File: config.mk
export PLATFORM = sky130hd
export DESIGN_NAME = pipe_hazard_ctrl
export DESIGN_NICKNAME = d
export VERILOG_FILES = /design/src/rtl/pipe_hazard_ctrl.sv
export SDC_FILE = /design/constraint.sdc
export NUM_CORES = 1
export LEC_CHECK = 0
export ABC_AREA = 0
export CORE_MARGIN = 2
export CORE_UTILIZATION = 54
export CTS_CLUSTER_DIAMETER = 80
export DETAILED_ROUTE_END_ITERATION = 8
export GPL_TIMING_DRIVEN = 0
export PLACE_DENSITY_LB_ADDON = 0.25
export REMOVE_ABC_BUFFERS = 1
export SLEW_MARGIN = 20
export SYNTH_ARGS = -nofsm -noshare
export SYNTH_HDL_FRONTEND = slang
export SYNTH_SLANG_ARGS = --single-unit
File: constraint.sdc
create_clock -name clk -period 4.64 [get_ports clk]
set_input_delay 0.928 -clock clk [delete_from_list [all_inputs] [get_ports clk]]
set_output_delay 0.928 -clock clk [all_outputs]
set_load 0.02 [all_outputs]
File: src/rtl/pipe_hazard_ctrl.sv
// Pipeline hazard controller for a classic five-stage pipeline.
// Generates the stage-register enables, flush and bubble controls for
// branches, load-use hazards, multi-cycle multiplies and memory stalls.
// It also keeps a sticky memory-timeout flag and a stall-cycle counter.
module pipe_hazard_ctrl #(
   parameter int MUL_CYCLES  = 4,
   parameter int MEM_TIMEOUT = 15
) (
   input  logic        clk,
   input  logic        reset,
   input  logic [4:0]  id_rs1,
   input  logic [4:0]  id_rs2,
   input  logic        id_uses_rs1,
   input  logic        id_uses_rs2,
   input  logic        id_is_mul,
   input  logic [4:0]  ex_rd,
   input  logic        ex_mem_read,
   input  logic        branch_taken,
   input  logic        mem_req,
   input  logic        mem_ready,
   output logic        pc_en,
   output logic        ifid_en,
   output logic        idex_en,
   output logic        exmem_en,
   output logic        ifid_flush,
   output logic        idex_bubble,
   output logic        mul_busy,
   output logic        mem_err,
   output logic [15:0] stall_cycles
);

   typedef enum logic [1:0] {
      IDLE     = 2'd0,
      RUN      = 2'd1,
      MUL_BUSY = 2'd2,
      MEM_WAIT = 2'd3
   } state_t;

   // The multiply stays MUL_CYCLES cycles in EX: the issue cycle plus
   // MUL_CYCLES-1 busy cycles counted down by mul_cnt.
   localparam logic [3:0] MUL_CNT_INIT = 4'(MUL_CYCLES - 1);
   localparam logic [7:0] TIMEOUT_VAL  = 8'(MEM_TIMEOUT);
   localparam logic [7:0] WAIT_MAX     = 8'hFF;

   state_t      state;
   state_t      state_next;
   state_t      saved_state;
   logic [3:0]  mul_cnt;
   logic [7:0]  wait_cnt;
   logic [7:0]  wait_cnt_inc;

   logic        mem_stall;
   logic        load_use;
   logic        mul_issue;

   assign mem_stall    = mem_req && !mem_ready;
   assign wait_cnt_inc = wait_cnt + 8'd1;

   // Load-use hazard: the load in EX writes a register the ID instruction reads.
   // Register 0 never carries a dependency.
   assign load_use = ex_mem_read && (ex_rd != 5'd0) &&
                     ((id_uses_rs1 && (id_rs1 == ex_rd)) ||
                      (id_uses_rs2 && (id_rs2 == ex_rd)));

   // Combinational decode of stage controls and next state.
   // Priority in RUN: memory stall, then branch, then load-use, then multiply issue.
   always_comb begin
      pc_en       = 1'b1;
      ifid_en     = 1'b1;
      idex_en     = 1'b1;
      exmem_en    = 1'b1;
      ifid_flush  = 1'b0;
      idex_bubble = 1'b0;
      mul_busy    = 1'b0;
      mul_issue   = 1'b0;
      state_next  = state;

      case (state)
         IDLE: begin
            pc_en       = 1'b0;
            ifid_en     = 1'b0;
            idex_en     = 1'b0;
            exmem_en    = 1'b0;
            ifid_flush  = 1'b1;
            idex_bubble = 1'b1;
            state_next  = RUN;
         end

         RUN: begin
            if (mem_stall) begin
               pc_en      = 1'b0;
               ifid_en    = 1'b0;
               idex_en    = 1'b0;
               exmem_en   = 1'b0;
               state_next = MEM_WAIT;
            end else if (branch_taken) begin
               ifid_flush  = 1'b1;
               idex_bubble = 1'b1;
            end else if (load_use) begin
               pc_en       = 1'b0;
               ifid_en     = 1'b0;
               idex_bubble = 1'b1;
            end else if (id_is_mul) begin
               mul_issue  = 1'b1;
               state_next = MUL_BUSY;
            end
         end

         MUL_BUSY: begin
            pc_en    = 1'b0;
            ifid_en  = 1'b0;
            idex_en  = 1'b0;
            mul_busy = 1'b1;
            if (mem_stall) begin
               exmem_en   = 1'b0;
               state_next = MEM_WAIT;
            end else if (mul_cnt == 4'd1) begin
               state_next = RUN;
            end
         end

         MEM_WAIT: begin
            if (mem_ready) begin
               // Completion cycle behaves like the state being returned to.
               state_next = saved_state;
               if (saved_state == MUL_BUSY) begin
                  pc_en    = 1'b0;
                  ifid_en  = 1'b0;
                  idex_en  = 1'b0;
                  mul_busy = 1'b1;
               end
            end else begin
               pc_en    = 1'b0;
               ifid_en  = 1'b0;
               idex_en  = 1'b0;
               exmem_en = 1'b0;
               mul_busy = (saved_state == MUL_BUSY);
            end
         end

         default: begin
            state_next = IDLE;
         end
      endcase
   end

   // State, counters, saved return state, timeout flag and stall statistics.
   always_ff @(posedge clk or posedge reset) begin
      if (reset) begin
         state        <= IDLE;
         saved_state  <= RUN;
         mul_cnt      <= 4'd0;
         wait_cnt     <= 8'd0;
         mem_err      <= 1'b0;
         stall_cycles <= 16'd0;
      end else begin
         state <= state_next;

         if (!pc_en && (state != IDLE)) begin
            stall_cycles <= stall_cycles + 16'd1;
         end

         case (state)
            RUN, MUL_BUSY: begin
               if (mem_stall) begin
                  saved_state <= state;
                  wait_cnt    <= 8'd1;
                  if (TIMEOUT_VAL == 8'd1) begin
                     mem_err <= 1'b1;
                  end
               end else if (mul_issue) begin
                  mul_cnt <= MUL_CNT_INIT;
               end else if (state == MUL_BUSY) begin
                  mul_cnt <= mul_cnt - 4'd1;
               end
            end

            MEM_WAIT: begin
               if (!mem_ready && (wait_cnt != WAIT_MAX)) begin
                  wait_cnt <= wait_cnt_inc;
                  if (wait_cnt_inc == TIMEOUT_VAL) begin
                     mem_err <= 1'b1;
                  end
               end
            end

            default: begin
            end
         endcase
      end
   end

endmodule

==> impl_metrics.ini, run 1 <==
[global_routing]
grt_overflow_total = 0
grt_pass1_wl_um = 7490
grtUsageTotal = 0.221
grt_max_degree = 34
antenna_found_initial = 0
grt_pass1_vias = 1710

[worst_setup_path]
crit_path_end_kind = output port
worstPathRequired_ns = 3.71
startpoint_type = input pin
crit_fanout = 6
cp.arrival_ns = 3.09
worst-setup-path-type = in2out

[power_and_ir_drop]
seq_power_share = 0.321
power_leakage_nw = 1.07
p_comb_frac = 0.542
internal-power_uw = 894
clkPwrFrac = 0.137
p_sw_uw = 652
p_sw_frac = 0.422
ir_drop_v = 0.000384
p_per_area_nw_per_um2 = 573

[yosys]
yosys_most_used_dff = dfrtp_1
synth_area_leaders = dfrtp_1, xnor2_1, ha_1
synth.most_common_cell = dfrtp_1
async_flop_share = 1.00
syn_avg_cell_area_sq_um = 9.55
synth.distinct_cells = 59
yosys_warnings = 0
synth_top_cell_by_area = dfrtp_1
synth_edf_count = 0
ys_seq_elements = 33
ys_top_cells_by_count = dfrtp_1, nand2_1, xnor2_1, nor2_1, inv_1
yosysSeqAreaShare = 0.387
synth_area_sq_um = 2140
synthCells = 224
synth_top_cell_area_share = 0.374

[die]
io_pins = 48
rows = 22
die_area_sq_um = 4480
core-area_sq_um = 3740
die_w_um = 66.9
initial_core_util = 0.572
die_h_um = 66.9

[sta]
finalSetupViolCount = 0
fin_crit_ns = 4.02
finalHoldViolCount = 0
fmax_ghz = 0.249
maxSlewViolCount = 0
relSlewSlack = 0.546
rsz0062_at_grt = false
skew_ns = 0.00400
tns_ns = 0
worstMarginPinSlew_ns = 0.680
fin_crit_sh = 0.866

[clock_tree]
cts_setup_buffers = 0
cts_hold_buf = 0
clock_latency_ns = 0.28
cts_buffers = 5
cts_tree = built
clock_sinks = 33
clockBufferDepth = 2
root_buffer = clkbuf_8
clk_pin_slew_ns = 0.07
h-tree-depth = 2
post_cts_resized = 0

[layout]
drive_above_1_share = 0.0926
finalNetCount = 302
stdcell_area_sq_um = 2700
diodes = 0
multiInputGateArea_sq_um = 1200
fillers = 313
synthToLayoutAreaGrowth_pct = 26.2
layout.cells.non_filler = 318
ff_latch_area_sq_um = 827

[placed_design]
port_buffers = 47
dp.cells = 310
postPlaceCellArea_sq_um = 2610
dp_hpwl_um = 3250
globalplace.congestion = 0.842

[route]
drc_errors = 0
vias_per_cell = 5.56
via_count = 1767
first_pass_iters = 4
wl_per_cell_um = 13.4
drtIter0Drc = 112
wl_um = 4270
antenna_left = 0

[hold_path]
min_path_type = reg2reg

[flow_run]
maxCapViolations = 0

[outcome]
status = complete, no violations
[worst max-delay path: stages]
cell             delay, ns
clkdlybuf4s50_1       0.57
xnor2_1               0.15
nand4_1               0.16
o22ai_4               0.34
nand2_1               0.15
o21bai_1              0.16
clkdlybuf4s50_1       0.63
[registers in the layout, summed over array words and instances, names as in the netlist]
register / cells
mem_err: 1
saved_state: 2
wait_cnt: 8
mul_cnt: 4
state: 2
stall_cycles: 16
[through the flow]
| stage | worst slack [ns] | util | hold WS [ns] | power [mW] |
|---|---|---|---|---|
| CTS | 0.599 | 0.721 | 0.472 | 1.56 |
| finish | 0.620 | 0.721 | 0.472 | 1.55 |
| detailed placement | 0.613 | 0.698 | 0.462 | 1.34 |
| global route | 0.479 | 0.721 | 0.509 | 1.67 |
| global placement | 0.620 | 0.698 | 0.457 | 1.33 |
| floorplan | 1.68 | - | 0.464 | 1.03 |
[cell usage in the layout (no fill, tap or decap), types with 2 or more instances in the layout]
| cell type | instances |
|---|---|
| clkdlybuf4s50_1 | 47 |
| nor3_1 | 7 |
| ha_1 | 9 |
| nor2_1 | 17 |
| nor2b_1 | 3 |
| a31o_2 | 2 |
| inv_1 | 13 |
| nand3_1 | 7 |
| clkbuf_8 | 5 |
| dfrtp_1 | 32 |
| nand4_1 | 6 |
| nand2_1 | 20 |
| o31ai_1 | 5 |
| a22o_1 | 4 |
| a21oi_1 | 10 |
| o21ai_0 | 5 |
| and3_1 | 2 |
| xor2_1 | 12 |
| xnor2_1 | 18 |
| clkinv_2 | 2 |
| nand2b_1 | 2 |
| o21bai_1 | 4 |
| o221ai_1 | 2 |
[layer usage]
layer	track usage	vias to the layer above	wire length, um
met1	0.262	842	1860
met4	0.0969	0	84
li1	-	872	-
met5	0	-	0
met3	0.0507	7	223
met2	0.381	46	2100
[power by group through the flow]
stage | sequential, mW | combinational (mW) | clock [mW]
after global placement | 0.497 | 0.831 | 0
after CTS | 0.497 | 0.846 | 0.217
after floorplan | 0.541 | 0.491 | 0
after global routing | 0.514 | 0.926 | 0.226
final | 0.497 | 0.839 | 0.211
after detailed placement | 0.500 | 0.843 | 0
[layout make-up]
cell class | count | area share
clock buffer | 5 | 0.0255
clock inverter | 3 | 0.00649
inverter | 14 | 0.0195
multi-input combinational | 168 | 0.446
sequential | 33 | 0.306
tap | 48 | 0.0222
timing repair buffer | 47 | 0.174
[kinds of logic (layout without fill, tap and decap cells)]
logic type / after synthesis / count (layout) / synth area share
xor+xnor: 30 / 30 / 0.123
mux: 1 / 1 / 0.00702
flops: 33 / 33 / 0.387
compound gates: 50 / 50 / 0.188
fa+ha+maj: 9 / 9 / 0.0526
buf+inv: 23 / 69 / 0.0509
simple gates: 78 / 78 / 0.192
[final timing paths]
path,from,to,slack [ns],cells after the start
setup / recovery,ex_rd[0],idex_bubble,0.62,7
hold / removal,stall_cycles[15],stall_cycles[15],0.47,1
setup reg to reg,state[1],stall_cycles[1],2.40,6
hold reg to reg,stall_cycles[15],stall_cycles[15],0.47,1
max in group asynchronous,reset,stall_cycles[4],3.14,2
min in group asynchronous,reset,wait_cnt[0],1.06,2
(Power assumes the default switching activity.)
==> run 2: changes to the inputs <==
--- a/config.mk
+++ b/config.mk
@@ -7,8 +7,9 @@
 export LEC_CHECK = 0
 export ABC_AREA = 0
 export CORE_MARGIN = 2
-export CORE_UTILIZATION = 54
+export CORE_UTILIZATION = 25
 export CTS_CLUSTER_DIAMETER = 80
+export CTS_CLUSTER_SIZE = 16
 export DETAILED_ROUTE_END_ITERATION = 8
 export GPL_TIMING_DRIVEN = 0
 export PLACE_DENSITY_LB_ADDON = 0.25
==> impl_metrics.ini, run 2 (synthesis results as in run 1) <==
[worst_setup_path]
cp_cell_sequence = clkdlybuf4s50_1, or4_4, o21ai_4, nor2_2, a21boi_4, clkdlybuf4s50_1
cp.arrival_ns = 3.09
crit_path_end_kind = output port
slowest_stage = clkdlybuf4s50_1
worstPathRequired_ns = 3.71
crit_fanout = 5
startpoint_type = input pin
worst-setup-path-type = in2out
cpPeakStageDelay_ns = 0.63
crit_top_cell = clkdlybuf4s50_1

[die]
die_h_um = 96.5
die_area_sq_um = 9310
core-area_sq_um = 8260
initial_core_util = 0.259
die_w_um = 96.5
rows = 33
io_pins = 48

[flow_run]
maxCapViolations = 0

[global_routing]
met2_usage = 0.174
grt_use_met3 = 0.0256
grt_overflow_total = 0
grt_max_degree = 34
grt_busiest_layer = met2
grt_pass1_wl_um = 7920
grt_pass1_vias = 1734
grtUsageTotal = 0.109
met1_usage = 0.146
antenna_found_initial = 0

[sta]
relSlewSlack = 0.527
finalHoldViolCount = 0
timing.final.ws_setup_ns = 0.621
rsz0062_at_grt = false
maxSlewViolCount = 0
finalSetupViolCount = 0
fmax_ghz = 0.249
tns_ns = 0
worstMarginPinSlew_ns = 0.709
fin_crit_ns = 4.02
fin_crit_sh = 0.866
skew_ns = 0.00652
whs_ns = 0.463

[route]
wl_um = 4640
via_count = 1703
vias_per_cell = 4.54
first_pass_iters = 4
drtIter0Drc = 44
wl_per_cell_um = 12.4
antenna_left = 0
drc_errors = 0

[clock_tree]
clk_pin_slew_ns = 0.07
cts_hold_buf = 0
post_cts_resized = 0
clock_sinks = 33
root_buffer = clkbuf_8
h-tree-depth = 2
cts_setup_buffers = 0
clock_latency_ns = 0.29
cts_tree = built
clockBufferDepth = 2
cts_buffers = 5

[layout]
layout_commonest_cell = clkdlybuf4s50_1
final_cell_mix = clkdlybuf4s50_1, dfrtp_1, nand2_1
ff_latch_area_sq_um = 827
finalNetCount = 302
multiInputGateArea_sq_um = 1200
post-route-util = 0.341
fillers = 850
top_register = stall_cycles
synthToLayoutAreaGrowth_pct = 31.8
top_regs = stall_cycles (16), wait_cnt (8), mul_cnt (4)
largest_reg_flops = 16
diodes = 0
drive_above_1_share = 0.0926

[placed_design]
globalplace.congestion = 0.741
port_buffers = 47
dp_hpwl_um = 3500
dp_slack_ns = 0.600

[power_and_ir_drop]
p_per_area_nw_per_um2 = 592
power_leakage_nw = 1.09
power.total_mw = 1.67
ir_drop_v = 0.000169

[outcome]
status = complete, no violations

[hold_path]
min_path_type = reg2reg
==> run 2: per-stage QoR <==
step	instances	area [sq um]
after floorplan	215	2080
final	375	2820
after global placement	367	2690
after global routing	375	2820
after detailed placement	367	2690
after CTS	375	2820
==> run 2: final timing paths <==
path / from / slack [ns] / cells after the start / endpoint
max in group asynchronous: reset / 3.09 / 2 / mul_cnt[1]
hold / removal: stall_cycles[15] / 0.46 / 1 / stall_cycles[15]
setup reg to reg: state[1] / 2.32 / 6 / stall_cycles[1]
min in group asynchronous: reset / 1.09 / 2 / stall_cycles[10]
hold reg to reg: stall_cycles[15] / 0.46 / 1 / stall_cycles[15]
setup / recovery: ex_rd[1] / 0.62 / 6 / pc_en
==> run 2: layout make-up <==
cell class / instances / share of cell area
Clock buffer: 5 / 0.0244
Multi-Input combinational cell: 168 / 0.427
Clock inverter: 3 / 0.0231
Timing Repair Buffer: 47 / 0.167
Sequential cell: 33 / 0.293
Inverter: 14 / 0.0186
Tap cell: 105 / 0.0466
==> run 2: worst max-delay path, delay by kind of cell <==
family | cells | cell delay [ns]
buffers and inverters | 2 | 1.11
and+or+nand+nor | 2 | 0.65
AOI/OAI and AO/OA | 2 | 0.40
==> run 2: power breakdown <==
part | internal, mW | switching, mW
clock | 0.213 | 0.112
sequential | 0.389 | 0.106
combinational | 0.403 | 0.445
total | 1.01 | 0.663
==> run 2: per-layer routing <==
metal,share of wire,up-vias
met2,0.45,48
met1,0.48,776
met4,0.011,0
li1,-,872
met3,0.055,7
met5,0,-
==> run 3: changes to the inputs <==
--- a/config.mk
+++ b/config.mk
@@ -14,7 +14,6 @@
 export GPL_TIMING_DRIVEN = 0
 export PLACE_DENSITY_LB_ADDON = 0.25
 export REMOVE_ABC_BUFFERS = 1
-export SLEW_MARGIN = 20
 export SYNTH_ARGS = -nofsm -noshare
 export SYNTH_HDL_FRONTEND = slang
 export SYNTH_SLANG_ARGS = --single-unit
==> results of run 3 <==
Final layout, timing and power as in run 2 (identical DEF).
==> edit, RTL diff (settings of run 3) <==
The 4 states of `state_t` get a one-hot encoding in 4 bits.
--- a/src/rtl/pipe_hazard_ctrl.sv
+++ b/src/rtl/pipe_hazard_ctrl.sv
@@ -30,9 +30,9 @@
 );
 
-   typedef enum logic [1:0] {
-      IDLE     = 2'd0,
-      RUN      = 2'd1,
-      MUL_BUSY = 2'd2,
-      MEM_WAIT = 2'd3
+   typedef enum logic [3:0] {
+      IDLE     = 4'b0001,
+      RUN      = 4'b0010,
+      MUL_BUSY = 4'b0100,
+      MEM_WAIT = 4'b1000
    } state_t;
 
Function: same outputs for any inputs over 10 cycles, from zero or initial values and one cycle with reset high; not proved beyond that.
==> edit against run 3 <==
- sequential cell count is 4 higher
- combinational power is 20% lower
- die area is 2.0% higher
- via count is 7.2% higher
- first-iteration DRC count is 43% higher
- clock skew is 0.0053 ns lower
- highest routed layer unchanged
- setup slack worse by 0.19 ns
- synthesized area is 2.0% higher
- routed wire length is 4.3% higher
- clock power is 12% lower
- total power is 11% lower
- final area is 1.3% higher
- synthesized cell count is 6.7% higher
- sequential share of layout area is 3.2 points higher
==> edit: results (changes against run 3) <==
[routing]
drt_iter0_markers = 63  ; +43%
drtPass1Iterations = 4  ; unchanged
met3_length_microns = 311  ; +22%
dr_wl_met2_mm = 2.16  ; +2.9%
highest_layer = met4
drt-total-wl_mm = 4.84  ; +4.3%
wl_met1_mm = 2.32  ; +3.6%
vias = 1825  ; +7.2%
wire_per_inst_microns = 12.4  ; -0.22%

[placement]
gp_congestion = 0.715  ; -3.5%
placed_area_sq_um = 2740  ; +2.0%
placed_cells = 384  ; +4.6%
dp.final_hpwl_mm = 3.59  ; +2.5%
place_ws_ns = 0.405  ; -0.195 ns
io_buffer_count = 47  ; unchanged

[critical_path]
slowest_delay_ns = 0.64
cp-startpoint = mem_ready
slowest_stage = nor4b_2
worstReg2RegStart = saved_state[0]
ff2ff_path_depth = 6  ; unchanged
crit_end = idex_bubble
cp_max_fo = 6  ; +1
reg2reg_to = stall_cycles[1]
rrSetupSlack_ns = 2.24  ; -0.08 ns
worst_ep_arrival_time_ns = 3.28  ; +0.19 ns

[cells_and_area]
reg_top3 = stall_cycles: 16 flops, wait_cnt: 8 flops
n_fill_cell = 914  ; +7.5%
antenna_cells = 0  ; unchanged
drive_above_1_share_pct = 5.63  ; -3.6 points
nets = 312  ; +3.3%

[clocking]
root_buffer = clkbuf_8
post-cts-setup-buffer-count = 0  ; unchanged
cts_max_path_buffers = 2  ; unchanged
ctsResizeCount = 0  ; unchanged
path_clk_slew_ns = 0.07  ; about the same
clkLatencyLatePin_ns = 0.28
cts_htree_levels = 2  ; unchanged

[global_route]
antenna_found_initial = 0  ; unchanged
grt_pass1_wl_mm = 8.45  ; +6.7%
grt_use_total_pct = 10.7  ; -0.11 points
grt_max_degree = 38  ; +12%

[sta]
relSlewSlack_pct = 47.9  ; -4.7 points
hold_slack_ns = 0.467  ; +0.00433 ns
postLayoutSetupSlackWorst_ns = 0.427  ; -0.194 ns
clock_skew_ns = 0.00127  ; -0.00525 ns

[worst_hold_path]
hp-class = reg -> reg
whs_path_depth = 1  ; unchanged

[status]
outcome = completed

[yosys]
ys_types = 49  ; -17%
synth-seq-area-share_pct = 42.5  ; +3.9 points
synth_flop_cell = dfrtp_1
synthTopCellsByCount = 35 x dfrtp_1, 30 x xnor2_1, 26 x nand2_1
synthTopCellsByArea = dfrtp_1 40%, xnor2_1 12%, nand2_1 4.5%
synthArstFlopShare_pct = 100  ; unchanged
synthCells = 239  ; +6.7%
ys.warnings.count = 0  ; unchanged

[power]
p_leak_nw = 1.14  ; +4.1%
ir_drop_v = 0.000258  ; +52%

edit: cell families after synthesis:
group / share of synthesized area, %
simple gates: 25.0
buf+inv: 3.67
fa+ha+maj: 2.87
xor+xnor: 12.8
flops: 42.5
mux: 0.974
compound gates: 12.1
edit: worst min-delay path by stage:
stage / from / end
CTS: stall_cycles[15] / stall_cycles[15]
global route: stall_cycles[15] / stall_cycles[15]
global placement: stall_cycles[15] / stall_cycles[15]
detailed placement: stall_cycles[15] / stall_cycles[15]
floorplan: wait_cnt[7] / wait_cnt[7]
finish: stall_cycles[15] / stall_cycles[15]
edit: critical path: cells and delay by family:
family | cells | cell delay [ns]
buffers and inverters | 2 | 1.23
AND/OR/NAND/NOR | 2 | 0.78
AO/OA/AOI/OAI | 2 | 0.33
edit: final cells by class:
cell class / count / area share (%)
multi-input cells: 184 / 41.1
flip-flops and latches: 37 / 32.5
repair buffers: 47 / 16.5
well taps: 108 / 4.73
clock buffers: 7 / 3.02
clock inverters: 1 / 1.05
inverters: 8 / 1.05
edit: routing by layer:
layer / vias to the layer above / GRT usage (%)
met1: 853 / 14.1
li1: 922 / -
met4: 0 / 2.88
met3: 5 / 3.67
met5: - / 0
met2: 45 / 16.9
edit: metrics by stage:
stage	utilization, %	power [mW]
3_3_place_gp	31.9	1.20
3_5_place_dp	31.9	1.20
6_report	33.2	1.48
2_1_floorplan	-	0.925
5_1_grt	33.2	1.59
4_1_cts	33.2	1.50
edit: power by group:
part | switching [mW] | internal (mW) | total [mW]
clock network | 0.111 | 0.175 | 0.286
registers | 0.112 | 0.398 | 0.510
logic | 0.368 | 0.314 | 0.682
total | 0.591 | 0.887 | 1.48
